### src/rtl/cp0_exc_ctrl.sv
// CP0 exception controller: latches edge-triggered exception requests, takes
// the highest-priority unmasked one into a nested context stack, and serves
// MTC0/MFC0/ERET accesses to its control registers.
//
// Ports:
//   clk, reset      clock, asynchronous active-low reset
//   inst, enable    current instruction and its CP0-operation qualifier
//   pc_in           PC saved as EPC when an exception is taken
//   din             MTC0 write data
//   exp_src         level exception requests (rising edge sets pending)
//   ex_reg_write    GPR write for MFC0 (~inst[23])
//   is_eret         ERET decoded this cycle
//   has_exp         exception taken this cycle (combinational)
//   vec_out         handler vector of the source being taken
//   pc_out          EPC of the top stack entry (ERET target)
//   exp_block       Status[0]
//   dout            MFC0 read data
module cp0_exc_ctrl #(
  parameter int unsigned NUM_SRC     = 8,
  parameter int unsigned STACK_DEPTH = 4,
  parameter logic [31:0] VEC_BASE    = 32'h0000_0080,
  parameter logic [31:0] VEC_STRIDE  = 32'h0000_0020
) (
  input  logic               clk,
  input  logic               reset,
  input  logic [31:0]        inst,
  input  logic               enable,
  input  logic [31:0]        pc_in,
  input  logic [31:0]        din,
  input  logic [NUM_SRC-1:0] exp_src,
  output logic               ex_reg_write,
  output logic               is_eret,
  output logic               has_exp,
  output logic [31:0]        vec_out,
  output logic [31:0]        pc_out,
  output logic               exp_block,
  output logic [31:0]        dout
);

  localparam int unsigned IDX_W   = (NUM_SRC > 2) ? $clog2(NUM_SRC) : 1;
  localparam int unsigned CAUSE_W = $clog2(NUM_SRC + 1);
  localparam int unsigned DEP_W   = $clog2(STACK_DEPTH + 1);
  localparam int unsigned STK_N   = 1 << DEP_W;

  localparam logic [5:0] ERET_FUNCT = 6'b011000;
  localparam logic [2:0] SEL_EPC    = 3'd0;
  localparam logic [2:0] SEL_STATUS = 3'd1;
  localparam logic [2:0] SEL_MASK   = 3'd2;
  localparam logic [2:0] SEL_CAUSE  = 3'd3;
  localparam logic [2:0] SEL_PEND   = 3'd4;
  localparam logic [2:0] SEL_DEPTH  = 3'd5;

  logic [NUM_SRC-1:0] pending, mask, prev_src, src_edge, eligible, pend_nxt;
  logic               armed, status;
  logic [CAUSE_W-1:0] cause, cause_take;
  logic [DEP_W-1:0]   depth, top, below;
  logic [IDX_W-1:0]   idx;
  logic               wr, take, pop;
  logic [2:0]         sel;
  logic [31:0]        epc_top;

  // Stack storage is padded to a power of two so the depth counter indexes it directly.
  logic [31:0]        stk_epc   [STK_N];
  logic [CAUSE_W-1:0] stk_cause [STK_N];
  logic               stk_blk   [STK_N];

  logic unused_inst;
  assign unused_inst = ^{inst[31:24], inst[22:14], inst[10:6]};

  assign is_eret      = enable & (inst[5:0] == ERET_FUNCT);
  assign ex_reg_write = ~inst[23];
  assign sel          = inst[13:11];
  assign wr           = enable & inst[23] & ~is_eret;

  // armed masks the first edge after reset so a request already high is not an edge.
  assign src_edge = exp_src & ~prev_src & {NUM_SRC{armed}};
  assign eligible = pending & ~mask;
  assign top      = depth - DEP_W'(1);
  assign below    = depth - DEP_W'(2);

  // Lowest eligible index wins.
  always_comb begin
    idx = '0;
    for (int i = NUM_SRC - 1; i >= 0; i--) begin
      if (eligible[i]) idx = IDX_W'(i);
    end
  end

  assign take       = (|eligible) & ~status & (depth < DEP_W'(STACK_DEPTH)) & ~is_eret;
  assign pop        = is_eret & (depth != '0);
  assign cause_take = CAUSE_W'(idx) + CAUSE_W'(1);

  assign has_exp   = take;
  assign vec_out   = take ? (VEC_BASE + 32'(idx) * VEC_STRIDE) : 32'h0;
  assign epc_top   = (depth != '0) ? stk_epc[top] : 32'h0;
  assign pc_out    = epc_top;
  assign exp_block = status;

  // Pending next value: W1C and take-clear first, so a new edge on the same bit wins.
  always_comb begin
    pend_nxt = pending;
    if (wr && (sel == SEL_PEND)) pend_nxt = pend_nxt & ~din[NUM_SRC-1:0];
    if (take) pend_nxt[idx] = 1'b0;
    pend_nxt = pend_nxt | src_edge;
  end

  // MFC0 read mux.
  always_comb begin
    dout = 32'h0;
    case (sel)
      SEL_EPC:    dout = epc_top;
      SEL_STATUS: dout = {31'h0, status};
      SEL_MASK:   dout = 32'(mask);
      SEL_CAUSE:  dout = 32'(cause);
      SEL_PEND:   dout = 32'(pending);
      SEL_DEPTH:  dout = 32'(depth);
      default:    dout = 32'h0;
    endcase
  end

  // Register and stack update; take beats MTC0 on Status/EPC, ERET excludes both.
  always_ff @(posedge clk or negedge reset) begin
    if (!reset) begin
      pending  <= '0;
      mask     <= '0;
      prev_src <= '0;
      armed    <= 1'b0;
      status   <= 1'b0;
      cause    <= '0;
      depth    <= '0;
      for (int i = 0; i < int'(STK_N); i++) begin
        stk_epc[i]   <= 32'h0;
        stk_cause[i] <= '0;
        stk_blk[i]   <= 1'b0;
      end
    end else begin
      armed    <= 1'b1;
      prev_src <= exp_src;
      pending  <= pend_nxt;
      if (wr && (sel == SEL_MASK)) mask <= din[NUM_SRC-1:0];
      if (take) begin
        stk_epc[depth]   <= pc_in;
        stk_cause[depth] <= cause_take;
        stk_blk[depth]   <= status;
        depth            <= depth + DEP_W'(1);
        status           <= 1'b1;
        cause            <= cause_take;
      end else if (pop) begin
        status <= stk_blk[top];
        cause  <= (depth > DEP_W'(1)) ? stk_cause[below] : '0;
        depth  <= top;
      end else begin
        if (wr && (sel == SEL_STATUS)) status <= din[0];
        if (wr && (sel == SEL_EPC) && (depth != '0)) stk_epc[top] <= din;
      end
    end
  end

endmodule

### config.mk
export PLATFORM = sky130hd
export DESIGN_NAME = cp0_exc_ctrl
export DESIGN_NICKNAME = d
export VERILOG_FILES = /design/src/rtl/cp0_exc_ctrl.sv
export SDC_FILE = /design/constraint.sdc
export NUM_CORES = 1
export LEC_CHECK = 0
export BUFFER_PORTS_ARGS = -buffer_cell sky130_fd_sc_hd__buf_2
export CAP_MARGIN = 20
export CORE_MARGIN = 2
export CORE_UTILIZATION = 30
export CTS_BUF_LIST = sky130_fd_sc_hd__clkbuf_16
export CTS_CLUSTER_SIZE = 16
export DETAILED_ROUTE_END_ITERATION = 8
export PLACE_DENSITY = 0.56
export SYNTH_ARGS = -nofsm -noshare
export SYNTH_HDL_FRONTEND = slang
export SYNTH_SLANG_ARGS = --single-unit
### constraint.sdc
create_clock -name clk -period 11.4 [get_ports clk]
set_input_delay 2.85 -clock clk [delete_from_list [all_inputs] [get_ports clk]]
set_output_delay 2.85 -clock clk [all_outputs]
set_load 0.03 [all_outputs]
==> results of run 1 <==
## per-stage QoR
step	setup WS, ns	hold slack, ns	util (%)	std cells	power, uW
3_5_place_dp	3.79	0.420	32.5	2453	4140
4_1_cts	3.44	0.430	34.6	2518	5370
5_1_grt	3.23	0.458	34.6	2521	5640
6_report	3.41	0.431	34.6	2521	5360
2_1_floorplan	4.00	0.399	-	1690	3370
3_3_place_gp	3.82	0.410	32.5	2453	4110
## layer usage
layer	vias to the layer above	share of wire (%)
met5	-	0.094
met4	10	3.9
met3	156	7.6
met2	724	46
met1	7629	43
li1	6324	-
## power groups by stage
stage	Combinational, uW	Sequential [uW]	Clock (uW)
global placement	2290	1820	0
CTS	2320	1820	1230
global route	2480	1880	1280
detailed placement	2310	1830	0
floorplan	1630	1730	0
finish	2320	1840	1210
## layout make-up
cell class	instances	area, um2
diodes	2	5.00
clock buffers	39	976
clock inverters	26	214
fillers	5822	38400
inverters	11	41.3
multi-input cells	1147	8760
flip-flops and latches	329	8240
well taps	773	967
repair buffers	194	1090
## registers in the layout, summed over array words and instances (netlist names)
| signal | flops |
|---|---|
| exp_block | 1 |
| cause | 4 |
| depth | 3 |
| stk_blk | 8 |
| mask | 8 |
| armed | 1 |
| stk_cause | 32 |
| stk_epc | 256 |
| pending | 8 |
| prev_src | 8 |
## cell families (layout without fill, tap and decap cells)
kind of cell | Yosys count | count (layout) | synth area share (%)
AOI/OAI and AO/OA | 478 | 478 | 22.8
xor gates and xnor gates | 5 | 5 | 0.247
other | 2 | 31 | 0.0424
buffers and inverters | 214 | 270 | 6.05
DFF | 329 | 329 | 46.4
and+or+nand+nor | 530 | 530 | 16.6
adders and majority gates | 8 | 8 | 0.565
muxes | 97 | 97 | 7.23
## critical path: cells and delay by family, from the launching register on
kind	cells	cell delay, ns
compound gates	4	0.82
fa+ha+maj	1	0.61
buf+inv	4	1.53
flops	1	0.80
simple gates	1	0.79
## worst max-delay path by stage
| stage | to | slack [ns] | cells after the start |
|---|---|---|---|
| final | dout[5] | 3.41 | 10 |
| after global routing | dout[5] | 3.23 | 10 |
| after CTS | dout[5] | 3.44 | 10 |
| after detailed placement | vec_out[5] | 3.79 | 7 |
| after global placement | vec_out[5] | 3.82 | 7 |
| after floorplan | vec_out[6] | 4.00 | 6 |
## cells in the final DEF, fill, tap and decap left out, types with 21 or more instances in the layout
master,n
clkbuf_16,39
and3_1,21
buf_2,156
conb_1,29
a21oi_1,24
mux4_2,22
o21ai_0,65
nor2_1,71
dfrtp_1,328
and2_1,263
mux2i_1,47
nand2_1,86
a221o_1,262
buf_4,36
mux2_2,28
==> impl_metrics.py, run 1 <==
metrics = {
    "logic_synthesis": {
        "synth_top_area_share_pct": 46.4,
        "ys_async_sr_fraction_pct": 100,
        "syn_inst": 1663,
        "yosys.cell_count.top_type": "dfrtp_1",
        "synth_largest_area_cell": "dfrtp_1",
        "yosys_warnings": 0,
        "synth.distinct_cells": 61,
        "ys_seq_elements": 329,
        "ys_top_cells_by_count": "dfrtp_1 (329), and2_1 (263), a221o_1 (262), clkbuf_1 (91), nand2_1 (86)",
        "ys_seq_area_share_pct": 46.4,
        "synth_area_um2": 17700,
        "synth_ff_type": "dfrtp_1",
        "synth.area.top_cells": "dfrtp_1 (46%), a221o_1 (15%), and2_1 (9.3%), mux4_2 (2.8%), mux2i_1 (2.7%)",
        "syn_area_per_cell_um2": 10.7,
        "synth_edf_count": 0,
    },
    "outcome": {
        "status": "finished, final reports clean",
    },
    "cts": {
        "numCtsBuffers": 37,
        "cts_root_buffer": "clkbuf_16",
        "clock_path_buffers": 3,
        "cts_tree": "done",
        "cts_resized": 0,
        "cts.sinks": 329,
        "clock_latency_ns": 0.54,
        "cts_hold_buffers": 0,
        "clkTransAtPathRegs_ns": 0.06,
        "htree_levels": 2,
        "post_cts_buffers": 0,
    },
    "power": {
        "seqPwrFrac_pct": 34.3,
        "p_sw_share_pct": 41.0,
        "p_leak_uw": 0.00905,
        "vdd_drop_max_uv": 138,
        "p_switching_uw": 2200,
        "pwr-share-comb_pct": 43.2,
        "p_clk_share_pct": 22.6,
        "internal_power_uw": 3160,
        "powerDensity_nw_per_um2": 264,
    },
    "worst_setup_path": {
        "cp_cell_sequence": "clkinv_1, ha_4, buf_4, buf_4, and2_1, a22oi_1, a31oi_1, a21oi_1, o22ai_1, buf_2",
        "rr_worst_depth": 9,
        "timing.rr.start": "depth[0]",
        "critPathMaxStageDelay_ns": 0.80,
        "r2r_setup_slack_ns": 6.02,
        "crit_required_ns": 8.55,
        "crit_path_end_kind": "output pin",
        "cp.arrival_ns": 5.14,
        "cp_common_cell": "buf_4",
        "crit_fanout": 40,
        "cp_slowest_cell": "dfrtp_4",
        "r2r-end": "stk_epc[127]",
        "start_kind": "flop",
        "setup.worst_path.class": "flop to output pin",
        "worstSetupStartpoint": "depth[0]",
    },
    "die": {
        "die_w_um": 247,
        "initial_core_util_pct": 30.2,
        "core_area_um2": 58700,
        "die_area_um2": 61100,
        "rows": 89,
        "die_y_um": 247,
        "num_io_pins": 207,
    },
    "final_layout": {
        "drive_gt1_share_pct": 19.2,
        "layout.nets": 1835,
        "area_delta_synth_final_pct": 14.4,
        "final_cell_area_um2": 20300,
    },
    "routing": {
        "drt-initial-drc-count": 1602,
        "first_pass_iters": 5,
        "routed_wl_um": 66900,
        "vias": 14843,
        "drc_errors": 0,
        "wire_per_inst_um": 26.5,
        "ant_nets": 0,
        "avgViaCountPerCell": 5.89,
    },
    "timing": {
        "slew_viol_final": 0,
        "setup_viol": 0,
        "fin_crit_sh_pct": 70.1,
        "finalHoldViolations": 0,
        "tightest_slew_ns": 1.23,
        "slew_headroom_pct": 18.3,
        "clock.fmax_ghz": 0.125,
        "finalSetupTns_ns": 0,
        "fin_skew_ns": 0.0161,
        "rsz0062_at_grt": "no",
        "timing.final.crit_period_ns": 7.99,
    },
    "global_route": {
        "first_global_vias": 14754,
        "grt_use_total_pct": 21.8,
        "busiest_layer": "met2",
        "grt.overflow.total": 0,
        "antenna_found_initial": 9,
        "grt_pass1_wl_um": 100000,
        "grt_util_met1_pct": 29.8,
        "grt_max_degree": 149,
        "use_met3_pct": 3.82,
        "grt_use_met2_pct": 33.9,
    },
    "min_path": {
        "worst_hold_path.num_cells": 1,
        "hold_end": "pending[6]",
        "min_from": "prev_src[6]",
        "min_path_type": "flop to flop",
    },
    "placement": {
        "dpl_cell_area_um2": 19100,
        "io_buffer_count": 156,
        "gp_congestion": 0.816,
        "dp_hpwl_um": 38500,
    },
    "flow_run": {
        "maxCapViolCount": 0,
    },
}
No activity file was read; power rests on OpenSTA's default activity.
==> run 2, diff against run 1 <==
--- a/config.mk
+++ b/config.mk
@@ -5,6 +5,7 @@
 export SDC_FILE = /design/constraint.sdc
 export NUM_CORES = 1
 export LEC_CHECK = 0
+export ABC_AREA = 1
 export BUFFER_PORTS_ARGS = -buffer_cell sky130_fd_sc_hd__buf_2
 export CAP_MARGIN = 20
 export CORE_MARGIN = 2
@@ -12,7 +13,7 @@
 export CTS_BUF_LIST = sky130_fd_sc_hd__clkbuf_16
 export CTS_CLUSTER_SIZE = 16
 export DETAILED_ROUTE_END_ITERATION = 8
-export PLACE_DENSITY = 0.56
+export PLACE_DENSITY = 0.57
 export SYNTH_ARGS = -nofsm -noshare
 export SYNTH_HDL_FRONTEND = slang
 export SYNTH_SLANG_ARGS = --single-unit
==> constraint.sdc (replaced) <==
create_clock -name clk -period 7.2 [get_ports clk]
set_input_delay 1.8 -clock clk [delete_from_list [all_inputs] [get_ports clk]]
set_output_delay 1.8 -clock clk [all_outputs]
set_load 0.03 [all_outputs]
==> impl_metrics.py, run 2 <==
metrics = {
    "final_layout": {
        "layout_commonest_cell": "nand2_1",
        "top_register": "stk_epc",
        "area_delta_synth_final_pct": 9.52,
        "stdcell_count": 3999,
        "largestRegisters": "stk_epc (256), stk_cause (32)",
        "drive_gt1_share_pct": 10.3,
        "layout.nets": 3198,
        "final_cell_mix": "nand2_1 (1,485), nand3_1 (541), dfrtp_1 (328)",
        "largest_reg_flops": 256,
    },
    "worst_setup_path": {
        "crit_fanout": 16,
        "setup.worst_path.class": "flop to output pin",
        "r2r_setup_slack_ns": 1.62,
        "critPathBufInv": 4,
        "crit_path_end_kind": "output pin",
        "crit_family": "buffers and inverters",
        "timing.rr.start": "depth[1]",
        "rr_worst_depth": 11,
        "cp_common_cell": "nand2_1",
        "critPathMaxStageDelay_ns": 0.89,
        "cp_slowest_cell": "ha_2",
        "worstSetupStartpoint": "depth[1]",
        "cp.arrival_ns": 5.10,
        "start_kind": "flop",
        "cp_cell_sequence": "clkinv_1, ha_2, inv_1, nor3_4, buf_4, nand2_1, nand2_1, nor2_1, a21oi_1, buf_2",
        "crit_required_ns": 5.40,
        "r2r-end": "stk_epc[78]",
    },
    "placement": {
        "io_buffer_count": 156,
        "gp_congestion": 0.892,
        "dp_cells": 3923,
        "dp_hpwl_um": 47800,
    },
    "timing": {
        "setup_viol": 0,
        "slew_viol_final": 0,
        "fin_skew_ns": 0.0317,
        "finalSetupTns_ns": 0,
        "slew_headroom_pct": 20.4,
        "fin_crit_sh_pct": 95.8,
        "timing.final.crit_period_ns": 6.90,
        "finalHoldViolations": 0,
        "clock.fmax_ghz": 0.145,
        "rsz0062_at_grt": "no",
        "tightest_slew_ns": 1.19,
    },
    "routing": {
        "first_pass_iters": 6,
        "drt-initial-drc-count": 2397,
        "ant_nets": 0,
        "avgViaCountPerCell": 5.19,
        "routed_wl_um": 82200,
        "drc_errors": 0,
        "vias": 20768,
        "wire_per_inst_um": 20.6,
    },
    "die": {
        "num_io_pins": 207,
        "rows": 96,
        "die_w_um": 267,
        "die_y_um": 267,
        "core_area_um2": 68500,
        "initial_core_util_pct": 30.3,
        "die_area_um2": 71300,
    },
    "global_route": {
        "antenna_found_initial": 8,
        "first_global_vias": 19290,
        "grt_pass1_wl_um": 125000,
        "grt_max_degree": 131,
        "grt_use_total_pct": 22.8,
        "grt.overflow.total": 0,
    },
    "logic_synthesis": {
        "ys_top_cells_by_count": "nand2_1 (1,487), nand3_1 (541), dfrtp_1 (329), a21oi_1 (108), buf_2 (91)",
        "yosys.cell_count.top_type": "nand2_1",
        "synth.area.top_cells": "dfrtp_1 (40%), nand2_1 (27%), nand3_1 (13%), a21oi_1 (2.6%), buf_4 (2.2%)",
        "ys_seq_elements": 329,
        "synthAdderAreaFrac_pct": 0.483,
        "synth_xor_area_share_pct": 0.0422,
        "synthMuxAreaShare_pct": 0.0543,
        "ys_async_sr_fraction_pct": 100,
        "synth_top_family_by_area": "simple AND/OR/NAND/NOR gates",
        "syn_area_per_cell_um2": 6.69,
        "synth_compound_area_share_pct": 6.08,
        "synth_ff_type": "dfrtp_1",
        "syn_inst": 3100,
        "synth_edf_count": 0,
        "synth-simple-area-share_pct": 43.4,
        "synth_largest_area_cell": "dfrtp_1",
        "yosys_warnings": 0,
        "synth_area_um2": 20700,
        "ys_seq_area_share_pct": 39.7,
        "synth.distinct_cells": 43,
        "synth_top_area_share_pct": 39.7,
    },
    "cts": {
        "clock_latency_ns": 0.58,
        "htree_levels": 2,
        "cts_root_buffer": "clkbuf_16",
        "cts_resized": 0,
        "post_cts_buffers": 0,
        "clkTransAtPathRegs_ns": 0.06,
        "cts.sinks": 329,
        "cts_tree": "done",
        "numCtsBuffers": 40,
        "clock_path_buffers": 3,
        "cts_hold_buffers": 0,
    },
    "power": {
        "vdd_drop_max_uv": 290,
        "seqPwrFrac_pct": 26.1,
        "p_switching_uw": 5550,
        "p_clk_share_pct": 18.9,
        "p_leak_uw": 0.0123,
        "powerDensity_nw_per_um2": 453,
        "pwr-share-comb_pct": 55.0,
        "p_sw_share_pct": 54.0,
        "internal_power_uw": 4730,
    },
    "min_path": {
        "min_path_type": "flop to flop",
        "min_from": "prev_src[3]",
        "hold_end": "pending[3]",
        "worst_hold_path.num_cells": 1,
    },
    "outcome": {
        "status": "finished, final reports clean",
    },
    "flow_run": {
        "maxCapViolCount": 0,
    },
}
[run 2: cell count changes after synthesis, moves of 22 or more]
cell / delta
mux2i_1: -47
buf_4: +33
clkbuf_1: -35
mux4_2: -22
mux2_2: -27
nand3_1: +523
a221o_1: -262
buf_2: +71
nand2_1: +1401
a21oi_1: +83
and2_1: -263
inv_1: +62
nor2b_1: -22
[run 2: power by group through the flow]
stage | clock (uW) | sequential [uW] | combinational, uW
after floorplan | 0 | 2630 | 3910
after global placement | 0 | 2690 | 5550
after detailed placement | 0 | 2700 | 5560
after CTS | 1970 | 2680 | 5580
after global routing | 2040 | 2750 | 6060
final | 1940 | 2690 | 5650
[run 2: cell families (layout without fill, tap and decap cells)]
logic type	after synthesis	after routing
and+or+nand+nor	2153	2153
buffers and inverters	383	369
DFF	329	329
AOI/OAI and AO/OA	223	223
adders and majority gates	8	8
other	2	33
xor gates and xnor gates	1	1
muxes	1	1
[run 2: area by class of cell]
cell class,count,area [um2]
Sequential cell,329,8240
Inverter,84,315
Antenna cell,4,10.0
Clock inverter,30,165
Tap cell,882,1100
Clock buffer,42,1050
Timing Repair Buffer,213,1270
Fill cell,7452,45700
Multi-Input combinational cell,2415,10600
[run 2: worst max-delay path by stage]
stage	cells past startpoint	slack [ns]	endpoint
5_1_grt	12	0.08	dout[1]
6_report	10	0.30	pc_out[9]
3_5_place_dp	10	0.96	pc_out[9]
2_1_floorplan	16	2.21	dout[4]
3_3_place_gp	10	0.93	pc_out[9]
4_1_cts	10	0.34	pc_out[9]
[run 2: layer usage]
metal	global-route usage (%)	vias to the layer above	wire (um)
li1	-	9799	-
met1	31.3	9969	35200
met2	36.2	839	37900
met3	4.12	155	6600
met4	7.49	6	2410
met5	0	-	33
[run 2: stage by stage]
stage | power [uW] | area [um2] | setup slack [ns] | hold slack [ns] | util (%)
floorplan | 6530 | 20800 | 2.21 | 0.410 | -
global placement | 8240 | 21500 | 0.927 | 0.417 | 31.4
detailed placement | 8260 | 21500 | 0.958 | 0.428 | 31.4
CTS | 10200 | 22700 | 0.339 | 0.436 | 33.2
global route | 10800 | 22700 | 0.0778 | 0.458 | 33.2
finish | 10300 | 22700 | 0.304 | 0.438 | 33.2
